File: config.mk
export PLATFORM = sky130hd
export DESIGN_NAME = kmeans_k3n2_ctrl_flat
export DESIGN_NICKNAME = d
export VERILOG_FILES = /design/src/rtl/kmeans_k3n2_ctrl_pkg.sv /design/src/rtl/kmeans_k3n2_ctrl_if.sv /design/src/rtl/kmeans_seq_divider.sv /design/src/rtl/kmeans_k3n2_ctrl.sv /design/src/flat_wrapper.sv
export SDC_FILE = /design/constraint.sdc
export NUM_CORES = 1
export LEC_CHECK = 0
export BUFFER_PORTS_ARGS = -buffer_cell sky130_fd_sc_hd__buf_2
export CORE_MARGIN = 10
export CORE_UTILIZATION = 50
export DETAILED_ROUTE_END_ITERATION = 8
export HOLD_SLACK_MARGIN = 0.02
export PLACE_DENSITY = 0.66
export SETUP_SLACK_MARGIN = 0.4
export SLEW_MARGIN = 10
export SYNTH_ARGS = -nofsm -noshare
export SYNTH_HDL_FRONTEND = slang
export SYNTH_SLANG_ARGS = --single-unit
File: constraint.sdc
create_clock -name clk -period 3.4 [get_ports clk]
set_input_delay 0.34 -clock clk [delete_from_list [all_inputs] [get_ports clk]]
set_output_delay 0.34 -clock clk [all_outputs]
set_load 0.005 [all_outputs]
File: src/rtl/kmeans_k3n2_ctrl_pkg.sv
// Shared types and width helpers for the k=3, 2-D k-means iteration controller.
package kmeans_k3n2_ctrl_pkg;

    localparam int unsigned DW_DEF = 8;
    localparam int unsigned AW_DEF = 8;
    localparam int unsigned N_CENT = 6;   // 3 centroids x 2 dimensions

    typedef enum logic [2:0] {
        ST_IDLE,
        ST_CLEAR,
        ST_STREAM,
        ST_DRAIN,
        ST_DIVIDE,
        ST_UPDATE,
        ST_DONE
    } state_t;

    // Sum accumulators must hold 2**AW points of DW bits each.
    function automatic int unsigned sum_w(input int unsigned dw, input int unsigned aw);
        return dw + aw;
    endfunction

    // Counters must reach 2**AW inclusive.
    function automatic int unsigned cnt_w(input int unsigned aw);
        return aw + 1;
    endfunction

endpackage

File: src/rtl/kmeans_k3n2_ctrl_if.sv
// Controller <-> RAM / distance pipeline / host signal bundle.
interface kmeans_k3n2_ctrl_if #(
    parameter int unsigned DW = kmeans_k3n2_ctrl_pkg::DW_DEF,
    parameter int unsigned AW = kmeans_k3n2_ctrl_pkg::AW_DEF
);
    logic          start;
    logic [AW-1:0] ram_rd_address;
    logic [1:0]    sel_centroid;
    logic [DW-1:0] pipe_d0;
    logic [DW-1:0] pipe_d1;
    logic [DW-1:0] k0d0;
    logic [DW-1:0] k0d1;
    logic [DW-1:0] k1d0;
    logic [DW-1:0] k1d1;
    logic [DW-1:0] k2d0;
    logic [DW-1:0] k2d1;
    logic          busy;
    logic          done;
    logic          converged;
    logic [4:0]    iteration;

    // Controller side
    modport master (
        input  start, sel_centroid, pipe_d0, pipe_d1,
        output ram_rd_address, k0d0, k0d1, k1d0, k1d1, k2d0, k2d1,
        output busy, done, converged, iteration
    );

    // Host / datapath side
    modport slave (
        output start, sel_centroid, pipe_d0, pipe_d1,
        input  ram_rd_address, k0d0, k0d1, k1d0, k1d1, k2d0, k2d1,
        input  busy, done, converged, iteration
    );
endinterface

File: src/rtl/kmeans_seq_divider.sv
// Restoring unsigned divider, one quotient bit per clock; done pulses SUM_W+1 clocks after start.
module kmeans_seq_divider #(
    parameter int unsigned SUM_W = 16,
    parameter int unsigned CNT_W = 9,
    parameter int unsigned Q_W   = 8
) (
    input  logic             clk,
    input  logic             rst,
    input  logic             i_start,
    input  logic [SUM_W-1:0] i_dividend,
    input  logic [CNT_W-1:0] i_divisor,
    output logic             o_done,
    output logic [Q_W-1:0]   o_quotient
);
    localparam int unsigned REM_W  = CNT_W + 1;
    localparam int unsigned STEP_W = $clog2(SUM_W + 1);

    logic [CNT_W-1:0]  r_rem;
    logic [SUM_W-1:0]  r_quo;
    logic [CNT_W-1:0]  r_div;
    logic [STEP_W-1:0] r_step;
    logic              r_run;
    logic              r_done;

    logic [REM_W-1:0]  w_shift;
    logic              w_ge;
    logic [REM_W-1:0]  w_diff;

    // Trial subtraction of the divisor from the shifted partial remainder.
    always_comb begin
        w_shift = {r_rem, r_quo[SUM_W-1]};
        w_ge    = (w_shift >= {1'b0, r_div});
        w_diff  = w_shift - {1'b0, r_div};
    end

    // Iteration registers; remainder always stays below the divisor so CNT_W bits suffice.
    always_ff @(posedge clk or negedge rst) begin
        if (!rst) begin
            r_rem  <= '0;
            r_quo  <= '0;
            r_div  <= '0;
            r_step <= '0;
            r_run  <= 1'b0;
            r_done <= 1'b0;
        end else begin
            r_done <= 1'b0;
            if (i_start) begin
                r_rem  <= '0;
                r_quo  <= i_dividend;
                r_div  <= i_divisor;
                r_step <= STEP_W'(SUM_W);
                r_run  <= 1'b1;
            end else if (r_run) begin
                r_rem  <= w_ge ? CNT_W'(w_diff) : CNT_W'(w_shift);
                r_quo  <= {r_quo[SUM_W-2:0], w_ge};
                r_step <= r_step - STEP_W'(1);
                if (r_step == STEP_W'(1)) begin
                    r_run  <= 1'b0;
                    r_done <= 1'b1;
                end
            end
        end
    end

    assign o_done     = r_done;
    assign o_quotient = r_quo[Q_W-1:0];

endmodule

File: src/rtl/kmeans_k3n2_ctrl.sv
// k-means (k=3, 2-D) iteration controller: address sweep, accumulation, division, convergence.
module kmeans_k3n2_ctrl
    import kmeans_k3n2_ctrl_pkg::*;
#(
    parameter int unsigned input_data_width         = DW_DEF,
    parameter int unsigned input_data_qty_bit_width = AW_DEF,
    parameter int unsigned input_data_qty           = 256,
    parameter int unsigned pipeline_latency         = 5,
    parameter int unsigned max_iterations           = 16,
    parameter int unsigned k0_d0_initial            = 0,
    parameter int unsigned k0_d1_initial            = 0,
    parameter int unsigned k1_d0_initial            = 1,
    parameter int unsigned k1_d1_initial            = 1,
    parameter int unsigned k2_d0_initial            = 2,
    parameter int unsigned k2_d1_initial            = 2
) (
    input  logic               clk,
    input  logic               rst,
    kmeans_k3n2_ctrl_if.master bus
);
    localparam int unsigned DW    = input_data_width;
    localparam int unsigned AW    = input_data_qty_bit_width;
    localparam int unsigned LAT   = pipeline_latency;
    localparam int unsigned SUM_W = sum_w(DW, AW);
    localparam int unsigned CNT_W = cnt_w(AW);

    function automatic logic [DW-1:0] init_val(input int unsigned idx);
        case (idx)
            0:       return DW'(k0_d0_initial);
            1:       return DW'(k0_d1_initial);
            2:       return DW'(k1_d0_initial);
            3:       return DW'(k1_d1_initial);
            4:       return DW'(k2_d0_initial);
            default: return DW'(k2_d1_initial);
        endcase
    endfunction

    state_t           r_state;
    state_t           w_next;
    logic [AW-1:0]    r_addr;
    logic [LAT-1:0]   r_vld;
    logic [SUM_W-1:0] r_sum [N_CENT];
    logic [CNT_W-1:0] r_cnt [3];
    logic [DW-1:0]    r_cent [N_CENT];
    logic [DW-1:0]    r_new [N_CENT];
    logic [2:0]       r_div_idx;
    logic             r_div_run;
    logic             r_busy;
    logic             r_done;
    logic             r_conv;
    logic [4:0]       r_iter;

    logic             w_last_addr;
    logic             w_vld_empty;
    logic             w_acc;
    logic [2:0]       w_acc_idx;
    logic [SUM_W-1:0] w_dividend;
    logic [CNT_W-1:0] w_divisor;
    logic             w_cnt_zero;
    logic             w_div_start;
    logic             w_div_done;
    logic [DW-1:0]    w_quot;
    logic             w_div_step;
    logic             w_moved;
    logic             w_iter_last;

    // Status decode for the sweep, accumulation and divide sequencing.
    always_comb begin
        w_last_addr = (r_addr == AW'(input_data_qty - 1));
        w_vld_empty = (r_vld == '0);
        w_acc       = r_vld[LAT-1] && (bus.sel_centroid != 2'd3);
        w_acc_idx   = {bus.sel_centroid, 1'b0};
        w_dividend  = r_sum[r_div_idx];
        w_divisor   = r_cnt[r_div_idx[2:1]];
        w_cnt_zero  = (w_divisor == '0);
        w_iter_last = (5'(r_iter + 5'd1) == 5'(max_iterations));
        w_moved     = 1'b0;
        for (int i = 0; i < N_CENT; i++) begin
            if (r_new[i] != r_cent[i]) begin
                w_moved = 1'b1;
            end
        end
    end

    // State register.
    always_ff @(posedge clk or negedge rst) begin
        if (!rst) begin
            r_state <= ST_IDLE;
        end else begin
            r_state <= w_next;
        end
    end

    // Next-state logic and divider launch.
    always_comb begin
        w_next      = r_state;
        w_div_start = 1'b0;
        w_div_step  = 1'b0;
        case (r_state)
            ST_IDLE:   if (bus.start) w_next = ST_CLEAR;
            ST_CLEAR:  w_next = ST_STREAM;
            ST_STREAM: if (w_last_addr) w_next = ST_DRAIN;
            ST_DRAIN:  if (w_vld_empty) w_next = ST_DIVIDE;
            ST_DIVIDE: begin
                w_div_start = !r_div_run && !w_cnt_zero;
                w_div_step  = r_div_run ? w_div_done : w_cnt_zero;
                if (w_div_step && (r_div_idx == 3'd5)) w_next = ST_UPDATE;
            end
            ST_UPDATE: w_next = (!w_moved || w_iter_last) ? ST_DONE : ST_CLEAR;
            ST_DONE:   w_next = ST_IDLE;
            default:   w_next = ST_IDLE;
        endcase
    end

    // Datapath registers: address, valid pipe, accumulators, centroids and status.
    always_ff @(posedge clk or negedge rst) begin
        if (!rst) begin
            r_addr    <= '0;
            r_vld     <= '0;
            r_div_idx <= '0;
            r_div_run <= 1'b0;
            r_busy    <= 1'b0;
            r_done    <= 1'b0;
            r_conv    <= 1'b0;
            r_iter    <= '0;
            for (int i = 0; i < N_CENT; i++) begin
                r_sum[i]  <= '0;
                r_cent[i] <= init_val(i);
                r_new[i]  <= init_val(i);
            end
            for (int i = 0; i < 3; i++) begin
                r_cnt[i] <= '0;
            end
        end else begin
            r_vld  <= LAT'({r_vld, (r_state == ST_STREAM)});
            r_busy <= (w_next != ST_IDLE);
            r_done <= (w_next == ST_DONE);
            case (r_state)
                ST_IDLE: begin
                    if (bus.start) begin
                        r_iter <= '0;
                        r_conv <= 1'b0;
                        for (int i = 0; i < N_CENT; i++) begin
                            r_cent[i] <= init_val(i);
                        end
                    end
                end
                ST_CLEAR: begin
                    for (int i = 0; i < N_CENT; i++) begin
                        r_sum[i] <= '0;
                    end
                    for (int i = 0; i < 3; i++) begin
                        r_cnt[i] <= '0;
                    end
                end
                ST_STREAM: begin
                    r_addr <= w_last_addr ? '0 : r_addr + AW'(1);
                end
                ST_DRAIN: begin
                    r_div_idx <= '0;
                    r_div_run <= 1'b0;
                end
                ST_DIVIDE: begin
                    if (w_div_start) begin
                        r_div_run <= 1'b1;
                    end
                    if (w_div_step) begin
                        r_new[r_div_idx] <= r_div_run ? w_quot : r_cent[r_div_idx];
                        r_div_run        <= 1'b0;
                        r_div_idx        <= r_div_idx + 3'd1;
                    end
                end
                ST_UPDATE: begin
                    r_iter <= r_iter + 5'd1;
                    for (int i = 0; i < N_CENT; i++) begin
                        r_cent[i] <= r_new[i];
                    end
                    if (w_next == ST_DONE) begin
                        r_conv <= !w_moved;
                    end
                end
                default: ;
            endcase
            if (w_acc) begin
                r_sum[w_acc_idx]        <= r_sum[w_acc_idx] + SUM_W'(bus.pipe_d0);
                r_sum[w_acc_idx + 3'd1] <= r_sum[w_acc_idx + 3'd1] + SUM_W'(bus.pipe_d1);
                r_cnt[bus.sel_centroid] <= r_cnt[bus.sel_centroid] + CNT_W'(1);
            end
        end
    end

    kmeans_seq_divider #(
        .SUM_W (SUM_W),
        .CNT_W (CNT_W),
        .Q_W   (DW)
    ) u_div (
        .clk        (clk),
        .rst        (rst),
        .i_start    (w_div_start),
        .i_dividend (w_dividend),
        .i_divisor  (w_divisor),
        .o_done     (w_div_done),
        .o_quotient (w_quot)
    );

    assign bus.ram_rd_address = r_addr;
    assign bus.k0d0           = r_cent[0];
    assign bus.k0d1           = r_cent[1];
    assign bus.k1d0           = r_cent[2];
    assign bus.k1d1           = r_cent[3];
    assign bus.k2d0           = r_cent[4];
    assign bus.k2d1           = r_cent[5];
    assign bus.busy           = r_busy;
    assign bus.done           = r_done;
    assign bus.converged      = r_conv;
    assign bus.iteration      = r_iter;

endmodule

File: src/flat_wrapper.sv
// flat-port wrapper written by rule: the top's interface ports become plain ports
module kmeans_k3n2_ctrl_flat import kmeans_k3n2_ctrl_pkg::*;
#(
    parameter int unsigned input_data_width         = DW_DEF,
    parameter int unsigned input_data_qty_bit_width = AW_DEF,
    parameter int unsigned input_data_qty           = 256,
    parameter int unsigned pipeline_latency         = 5,
    parameter int unsigned max_iterations           = 16,
    parameter int unsigned k0_d0_initial            = 0,
    parameter int unsigned k0_d1_initial            = 0,
    parameter int unsigned k1_d0_initial            = 1,
    parameter int unsigned k1_d1_initial            = 1,
    parameter int unsigned k2_d0_initial            = 2,
    parameter int unsigned k2_d1_initial            = 2
)
  (clk, rst, bus_start, bus_sel_centroid, bus_pipe_d0, bus_pipe_d1, bus_ram_rd_address, bus_k0d0, bus_k0d1, bus_k1d0, bus_k1d1, bus_k2d0, bus_k2d1, bus_busy, bus_done, bus_converged, bus_iteration);
  kmeans_k3n2_ctrl_if #(.DW(8), .AW(8)) bus_i ();
  input  logic clk;
  input  logic rst;
  input wire logic [$bits(bus_i.start)-1:0] bus_start;
  input wire logic [$bits(bus_i.sel_centroid)-1:0] bus_sel_centroid;
  input wire logic [$bits(bus_i.pipe_d0)-1:0] bus_pipe_d0;
  input wire logic [$bits(bus_i.pipe_d1)-1:0] bus_pipe_d1;
  output wire logic [$bits(bus_i.ram_rd_address)-1:0] bus_ram_rd_address;
  output wire logic [$bits(bus_i.k0d0)-1:0] bus_k0d0;
  output wire logic [$bits(bus_i.k0d1)-1:0] bus_k0d1;
  output wire logic [$bits(bus_i.k1d0)-1:0] bus_k1d0;
  output wire logic [$bits(bus_i.k1d1)-1:0] bus_k1d1;
  output wire logic [$bits(bus_i.k2d0)-1:0] bus_k2d0;
  output wire logic [$bits(bus_i.k2d1)-1:0] bus_k2d1;
  output wire logic [$bits(bus_i.busy)-1:0] bus_busy;
  output wire logic [$bits(bus_i.done)-1:0] bus_done;
  output wire logic [$bits(bus_i.converged)-1:0] bus_converged;
  output wire logic [$bits(bus_i.iteration)-1:0] bus_iteration;
  assign bus_i.start = bus_start;
  assign bus_i.sel_centroid = bus_sel_centroid;
  assign bus_i.pipe_d0 = bus_pipe_d0;
  assign bus_i.pipe_d1 = bus_pipe_d1;
  assign bus_ram_rd_address = bus_i.ram_rd_address;
  assign bus_k0d0 = bus_i.k0d0;
  assign bus_k0d1 = bus_i.k0d1;
  assign bus_k1d0 = bus_i.k1d0;
  assign bus_k1d1 = bus_i.k1d1;
  assign bus_k2d0 = bus_i.k2d0;
  assign bus_k2d1 = bus_i.k2d1;
  assign bus_busy = bus_i.busy;
  assign bus_done = bus_i.done;
  assign bus_converged = bus_i.converged;
  assign bus_iteration = bus_i.iteration;
  kmeans_k3n2_ctrl #(.input_data_width(input_data_width), .input_data_qty_bit_width(input_data_qty_bit_width), .input_data_qty(input_data_qty), .pipeline_latency(pipeline_latency), .max_iterations(max_iterations), .k0_d0_initial(k0_d0_initial), .k0_d1_initial(k0_d1_initial), .k1_d0_initial(k1_d0_initial), .k1_d1_initial(k1_d1_initial), .k2_d0_initial(k2_d0_initial), .k2_d1_initial(k2_d1_initial)) u_core (.clk(clk), .rst(rst), .bus(bus_i));
endmodule
==> results.md, run 1 <==
* Logic gate share of total power at 0.171
* Synth Area in XOR/XNOR at 0.0491
* Vias in the first global route at 12000
* CP Depth at 8
* Slew Viols, Final at 0
* Routability cong. at 0.879
* Worst min path class: in2reg
* Top cell by count, worst path: buf_4
* Number of buffer and inverter stages on the critical path at 2
* DR DRC count at 0
* CP top delay family: compound AO/OA/AOI/OAI gates
* RSZ-0062 raised after global routing: no
* Pleak at 7.78 nW
* Tmin final at 2.82 ns
* CP required at 3.79 ns
* Status: completed
* Slew of the pin with the lowest slew margin at 0.862 ns
* Register-to-Register Path Depth at 8
* Seq pwr share at 0.441
* Area share of fa/ha/maj cells after synthesis at 0.0297
* TritonCTS clock tree: yes
* Register area at 0.00722 sq mm
* Post-synth top area share at 0.452
* Mapped Cells at 1500
* CP max-delay cell: dfrtp_2
* Max frequency at 355 MHz
* CTS max path bufs at 3
* Synth area leaders: dfrtp_1 45%, mux2i_1 8.1%, a22o_1 5.3%, o21ai_0 4.3%, mux2_2 4.0%
* Post-DP HPWL at 29400 um
* Pint at 6.54 mW
* Final period util at 0.829
* Die H at 196 um
* Critical path class: reg2reg
* CTS H-tree lvls at 2
* Non-filler cells, final at 2004
* Asr flop ratio synth at 1.00
* Layout fillers at 2635
* Initial core utilization at 0.507
* Synth Area in Compound Gates at 0.190
* Worst hold stages at 3
* Synthesized area at 0.0155 sq mm
* Clock share of power at 0.388
* # nets final at 1640
* CP Cell Sequence: buf_4 > mux2i_1 > a2bb2oi_1 > and3_2 > nand4_4 > a2111oi_4 > buf_4 > mux2_2
* DP Worst Slack at 0.195 ns
* Setup TNS at 0 ns
* Largest family of logic cells by synthesized area: compound AO/OA/AOI/OAI gates
* Leading area contributor after synthesis: dfrtp_1
* DRC violation total after the first TritonRoute iteration at 870
* Cells after DPL at 1938
* Final worst setup slack at 0.583 ns
* WP data arrival at 3.20 ns
* Fin area at 0.0177 sq mm
* Diodes inserted at 0
* Detailed-route via count at 12200
* Worst-path fanout max at 8
* Die span in x at 196 um
* Post-place instance area at 0.0165 sq mm
* PortBufs at 84
* Worst-path clk slew at 0.06 ns
* Initial antenna violation count at 0
* Final setup violation count at 0
* Seq cells post-synth at 288
* Core area at 0.0306 sq mm
* P&R area growth vs syn at 14.0%
* Synth warnings at 0
* Final WL at 43500 um
* Worst path max stage delay at 0.46 ns
* Area of the multi-input gates at 0.00783 sq mm
* Slew margin rel. at 0.425
* Share of layout cells above drive strength 1 at 0.175
* Largest net degree at the start of global routing at 96
* Sequential share of the synthesized area at 0.465
* Number of max-cap violations at 0
* Per-cell routed wire length at 21.7 um
* Total Routing Usage GR at 0.221
* Antenna-violating nets left at 0
* # rows at 64
* Post-Synth Simple-Gate Area at 0.110
* Grt ovf at 0
* Clock latency at the later pin of the worst-skew pair at 0.51 ns
* Synth cell types at 70
* Wire length of the first global-routing pass at 69400 um
* Switching share of power at 0.290
* Clk sinks at 288
* Post-synth net total at 1556
* Setup crit end kind: flop
* Max IR drop VDD at 0.356 mV
* TritonRoute pass-1 iters at 7
* DIE AREA at 0.0385 sq mm
* Syn_area_per_cell at 10.3 sq um
* Net Switching at 2.67 mW
* Hold Violations, Final at 0
* Num CTS Buffers at 34
* Mean number of vias per cell at 6.11
* Prevailing post-synth register cell: dfrtp_1
* EDFF count, synth at 0
* Clock Skew at 0.0319 ns
* # IOs at 85
* Pwr per Cell Area at 521 mW/mm^2
* Startpoint types: flop
* Mux contribution to synthesized area at 0.124
* CTS root buffer: clkbuf_16
[metal layers]
metal,global-route usage,part of all wire
met1,0.309,0.45
met2,0.347,0.46
met3,0.0406,0.066
met4,0.0523,0.020
met5,0,0
[sequential cells by signal, indices dropped and copies added, names as in the netlist, 9 cells and up]
| signal | cells |
|---|---|
| u_core.r_sum | 96 |
| u_core.r_cnt | 27 |
| u_core.r_new | 48 |
| u_core.u_div.r_div | 9 |
| u_core.u_div.r_quo | 16 |
| u_core.u_div.r_rem | 9 |
[per-stage QoR]
| step | utilization | hold WS (ns) | power [mW] |
|---|---|---|---|
| 5_1_grt | 0.578 | 0.255 | 9.62 |
| 6_report | 0.578 | 0.272 | 9.21 |
| 2_1_floorplan | - | 0.0444 | 5.08 |
| 4_1_cts | 0.577 | 0.257 | 9.23 |
| 3_5_place_dp | 0.540 | 0.361 | 5.64 |
| 3_3_place_gp | 0.540 | 0.358 | 5.61 |
[worst reg2reg max path: stages, from the launching register on]
cell	delay, ns
dfrtp_2	0.46
buf_4	0.17
mux2i_1	0.20
a2bb2oi_1	0.35
and3_2	0.34
nand4_4	0.20
a2111oi_4	0.39
buf_4	0.23
mux2_2	0.35
[cell type report]
class | instances | share of cell area
multi-input combinational | 1085 | 0.443
tap | 396 | 0.0280
inverter | 36 | 0.00764
timing repair buffer | 139 | 0.0514
sequential | 288 | 0.409
clock buffer | 47 | 0.0544
clock inverter | 13 | 0.00694
[cells in the final DEF (no fill, tap or decap), drive strengths merged, types with 4 or more instances in the layout]
master	count
a211oi	13
a21o	14
a21oi	59
a22o	93
a22oi	9
a2bb2oi	6
a31oi	12
and2	4
and3	6
and4	5
buf	138
clkbuf	47
clkinv	10
dfrtp	280
dfstp	8
ha	32
inv	37
mux2	55
mux2i	125
nand2	149
nand2b	11
nand3	21
nand4	22
nor2	75
nor2b	10
nor3	16
nor3b	7
nor4	6
o21a	14
o21ai	133
o221ai	12
o22a	4
o22ai	5
o2bb2ai	24
or3	5
xnor2	70
xor2	17
[power groups by stage]
stage	logic [mW]	registers, mW	clock network (mW)
final	1.58	4.06	3.57
after global placement	1.51	4.10	0
after floorplan	1.10	3.98	0
after global routing	1.76	4.09	3.77
after detailed placement	1.54	4.10	0
after CTS	1.57	4.04	3.62
[cell families after synthesis]
| kind of cell | Yosys count |
|---|---|
| simple gates | 355 |
| xor+xnor | 87 |
| mux | 182 |
| compound gates | 426 |
| fa+ha+maj | 35 |
| buf+inv | 127 |
| flops | 288 |
[final timing paths]
check | startpoint | to | slack [ns]
min reg2reg | u_core.r_vld[1] | u_core.r_vld[2] | 0.39
min | bus_pipe_d0[0] | u_core.r_sum[48] | 0.27
max | u_core.r_div_idx[1] | u_core.r_new[40] | 0.58
max reg2reg | u_core.r_div_idx[1] | u_core.r_new[40] | 0.58
min in group asynchronous | rst | u_core.u_div.r_rem[6] | 0.46
max in group asynchronous | rst | u_core.r_sum[85] | 2.03
[cell usage after synthesis (12+ instances only)]
library cell / instances
clkbuf_1: 71
o21a_1: 14
xor2_1: 17
inv_1: 36
xnor2_1: 70
nand4_1: 21
a21oi_1: 59
dfrtp_1: 280
nand2_1: 149
o2bb2ai_1: 24
mux2_2: 55
o21ai_0: 133
nand3_1: 21
a31oi_1: 12
nor3_1: 16
mux2i_1: 125
ha_1: 32
o221ai_1: 12
nor2_1: 75
a21o_1: 14
a22o_1: 93
[repair_timing]
item | in CTS | in global routing
endpoints found under the setup margin | 6 | 19
hold endpoints to repair | 88 | 0
gates resized for setup | 0 | 1
setup buffers | 2 | 3
hold buffers | 1 | 0
pin swaps | 1 | 0
Note: power is estimated with default switching activity, not from simulation.
==> inputs of run 2 (changes only) <==
--- a/config.mk
+++ b/config.mk
@@ -5,6 +5,7 @@
 export SDC_FILE = /design/constraint.sdc
 export NUM_CORES = 1
 export LEC_CHECK = 0
+export ABC_AREA = 1
 export BUFFER_PORTS_ARGS = -buffer_cell sky130_fd_sc_hd__buf_2
 export CORE_MARGIN = 10
 export CORE_UTILIZATION = 50
==> constraint.sdc (replaced) <==
create_clock -name clk -period 2.65 [get_ports clk]
set_input_delay 0.265 -clock clk [delete_from_list [all_inputs] [get_ports clk]]
set_output_delay 0.265 -clock clk [all_outputs]
set_load 0.005 [all_outputs]
==> run 2 against run 1 <==
- synthesized area rose by 0.77%
- global-route usage rose by 2.3 points
- worst hold slack got worse by 0.14 ns
- non-clock buffer count rose by 63
- clock-buffer cell count rose by 3
- wire length rose by 13%
- via count rose by 21%
- critical endpoint is now u_core.r_sum[29]
- largest power group unchanged
==> results.md, run 2 <==
* Synthesized area at 0.0156 sq mm (+0.77%)
* # nets final at 2188 (+33%)
* Worst-path clk slew at 0.06 ns (about the same)
* Top sig layer: met4
* Pwr per Cell Area at 643 mW/mm^2 (+23%)
* Startpoint types: flop
* Vias in the first global route at 14300 (+20%)
* TritonCTS clock tree: yes
* Detailed-route via count at 14800 (+21%)
* Clock Skew at 0.0232 ns (-0.00871 ns)
* Core area at 0.0307 sq mm (+0.52%)
* Most flops, register: u_core.r_sum
* Top-count cell post-synth: nand2_1
* Worst-path fanout max at 4 (-4)
* Final worst setup slack at 0.424 ns (-0.159 ns)
* DP Worst Slack at -0.0770 ns (-0.272 ns)
* DR DRC count at 0 (unchanged)
* Share of layout cells above drive strength 1 at 0.191 (+0.0153)
* Most frequent cells in the layout: 506 x nand2_1, 279 x dfrtp_1, 244 x nand3_1
* Met2 Wirelength at 23000 um (+14%)
* Largest family of logic cells by synthesized area: simple AND/OR/NAND/NOR gates
* WP data arrival at 2.66 ns (-0.54 ns)
* Pint at 8.54 mW (+31%)
* Asr flop ratio synth at 1.00 (unchanged)
* Final WL at 49200 um (+13%)
* Non-filler cells, final at 2552 (+27%)
* Synth cell types at 54 (-23%)
* Top flop regs: u_core.r_sum (96), u_core.r_new (48), u_core.r_cnt (27)
* Prevailing post-synth register cell: dfrtp_1
* Cells after DPL at 2445 (+26%)
* Register area at 0.00722 sq mm (about the same)
* Antenna-violating nets left at 0 (unchanged)
* Slew of the pin with the lowest slew margin at 1.20 ns (+0.335 ns)
* Final setup violation count at 0 (unchanged)
* Tmin final at 2.23 ns (-0.591 ns)
* Clk sinks at 288 (unchanged)
* Post-DP HPWL at 32900 um (+12%)
* Clock share of power at 0.382 (-0.006)
* Synth warnings at 0 (unchanged)
* Synth Area in Compound Gates at 0.137 (-0.0530)
* Seq pwr share at 0.427 (-0.014)
* Post-synth net total at 2036 (+31%)
* EDFF count, synth at 0 (unchanged)
* CTS max path bufs at 3 (unchanged)
* Area of the multi-input gates at 0.00793 sq mm (+1.2%)
* Slew Viols, Final at 0 (unchanged)
* Setup crit end kind: flop
* Mean number of vias per cell at 5.80 (-5.2%)
* Final core occ at 0.616 (+0.0383)
* Final period util at 0.840 (+0.0114)
* Seq cells post-synth at 288 (unchanged)
* Initial antenna violation count at 0 (unchanged)
* DIE AREA at 0.0387 sq mm (+0.68%)
* # rows at 64 (unchanged)
* Max reg flops at 96 (unchanged)
* Fin area at 0.0189 sq mm (+7.2%)
* Diodes inserted at 0 (unchanged)
* Sequential share of the synthesized area at 0.462 (-0.00354)
* TritonRoute pass-1 iters at 5 (-2)
* Max frequency at 449 MHz (+27%)
* WL met1 at 20800 um (+6.0%)
* Setup TNS at 0 ns (unchanged)
* Commonest non-fill, non-tap cell in the layout: nand2_1
* Mux contribution to synthesized area at 0 (-0.124)
* Post-synth top area share at 0.448 (-0.00344)
* Status: completed
* Worst Hold Slack at 0.132 ns (-0.141 ns)
* Routability cong. at 0.902 (+2.7%)
* Hold Violations, Final at 0 (unchanged)
* Post-place instance area at 0.0168 sq mm (+1.8%)
* Die span in x at 197 um (+0.34%)
* Max IR drop VDD at 0.546 mV (+53%)
* Largest net degree at the start of global routing at 121 (+26%)
* Net Switching at 3.64 mW (+36%)
* Die H at 197 um (+0.34%)
* CTS H-tree lvls at 2 (unchanged)
* CTS root buffer: clkbuf_16
* DRC violation total after the first TritonRoute iteration at 1463 (+68%)
* Logic gate share of total power at 0.192 (+0.021)
* Area share of fa/ha/maj cells after synthesis at 0.0295 (-0.000226)
* Mapped Cells at 1980 (+32%)
* Per-cell routed wire length at 19.3 um (-11%)
* Total Routing Usage GR at 0.244 (+0.0229)
* Register-to-Register Path Depth at 15 (+7)
* PortBufs at 84 (unchanged)
* Num CTS Buffers at 34 (unchanged)
* Clock latency at the later pin of the worst-skew pair at 0.52 ns (about the same)
* Synth area leaders: dfrtp_1 45%, nand2_1 13%, nand3_1 8.3%, o21ai_0 5.8%, inv_1 4.4%
* Met3 WL at 3650 um (+27%)
* Pleak at 9.15 nW (+18%)
* Pwr Total at 12.2 mW (+32%)
* Leading area contributor after synthesis: dfrtp_1
* P&R area growth vs syn at 21.2%
* Syn_area_per_cell at 7.89 sq um (-24%)
* Slew margin rel. at 0.202 (-0.223)
* Commonest cells in the netlist: 526 x nand2_1, 280 x dfrtp_1, 260 x nand3_1
* Worst min path class: in2reg
* RSZ-0062 raised after global routing: yes
* CP required at 3.09 ns (-0.70 ns)
* Worst hold stages at 4 (+1)
* Wire length of the first global-routing pass at 77100 um (+11%)
* Layout fillers at 2680 (+1.7%)
* Initial core utilization at 0.508 (+0.00122)
* Critical path class: reg2reg
* # IOs at 85 (unchanged)
* Synth Area in XOR/XNOR at 0.0325 (-0.0166)
* Grt ovf at 0 (unchanged)
* Number of max-cap violations at 0 (unchanged)
* Post-Synth Simple-Gate Area at 0.264 (+0.154)
* Switching share of power at 0.299 (+0.00896)
==> run 2: cell count changes after synthesis, moves of 25 or more <==
| cell | previous run | this run |
|---|---|---|
| nand2_1 | 149 | 526 |
| nand3_1 | 21 | 260 |
| inv_1 | 36 | 182 |
| mux2i_1 | 125 | 0 |
| a22o_1 | 93 | 10 |
| mux2_2 | 55 | 0 |
| o21ai_0 | 133 | 180 |
| xnor2_1 | 70 | 34 |
| o22ai_1 | 5 | 36 |
| nor2_1 | 75 | 101 |
| a21oi_1 | 59 | 34 |
==> run 2: timing repair <==
item                       4_1_cts  5_1_grt
gates cloned                     0        4
pin swaps                        8       59
hold buffers                     1        0
resized for setup               31      120
setup endpoints to repair      105      131
hold endpoints to repair        66        0
setup buffers                    9       33
==> run 2: final timing paths <==
check                                       from                     to  slack [ns]
worst max-delay path            u_core.r_sum[49]       u_core.r_sum[29]        0.42
worst min-delay path                   bus_start   u_core.bus.converged        0.13
worst max register to register  u_core.r_sum[49]       u_core.r_sum[29]        0.42
worst min register to register   u_core.r_vld[2]        u_core.r_vld[3]        0.37
max in group asynchronous                    rst       u_core.r_sum[73]        1.38
min in group asynchronous                    rst  u_core.u_div.r_rem[3]        0.36
==> run 2: area by class of cell <==
cell class                      instances  share of cell area
Sequential cell                       288               0.381
Inverter                              197              0.0403
Timing Repair Buffer                  202              0.0765
Tap cell                              396              0.0262
Multi-Input combinational cell       1409               0.418
Clock inverter                         10             0.00581
Clock buffer                           50              0.0518
==> run 2: cells by family after synthesis <==
logic type,after synthesis
AO/OA/AOI/OAI,362
flip-flops,288
AND/OR/NAND/NOR,950
adder cells (fa/ha/maj),35
buffers and inverters,287
XOR/XNOR,58
==> run 2: worst max-delay path: stages, from the launching register on <==
cell and delay [ns]:
dfrtp_1 0.41, a22oi_1 0.17, and2_4 0.18, inv_2 0.04
ha_4 0.24, nand3_1 0.08, nand2_2 0.10, nand2_2 0.08
nand2_2 0.08, nand3_2 0.08, nand2_4 0.12, nand2_8 0.08
buf_6 0.13, o21bai_4 0.20, nand3_2 0.08, nand2_1 0.06
==> run 2: routing by layer <==
layer | vias up | GRT usage
met3 | 110 | 0.0405
met2 | 620 | 0.399
met1 | 7141 | 0.319
met5 | - | 0
li1 | 6924 | -
met4 | 0 | 0.0894
==> run 2: power groups by stage <==
stage / combinational (mW) / sequential, mW / clock, mW
after global placement: 1.72 / 5.26 / 0
after floorplan: 1.24 / 5.13 / 0
after CTS: 1.91 / 5.18 / 4.68
final: 2.34 / 5.20 / 4.65
after global routing: 2.60 / 5.23 / 4.87
after detailed placement: 1.76 / 5.27 / 0
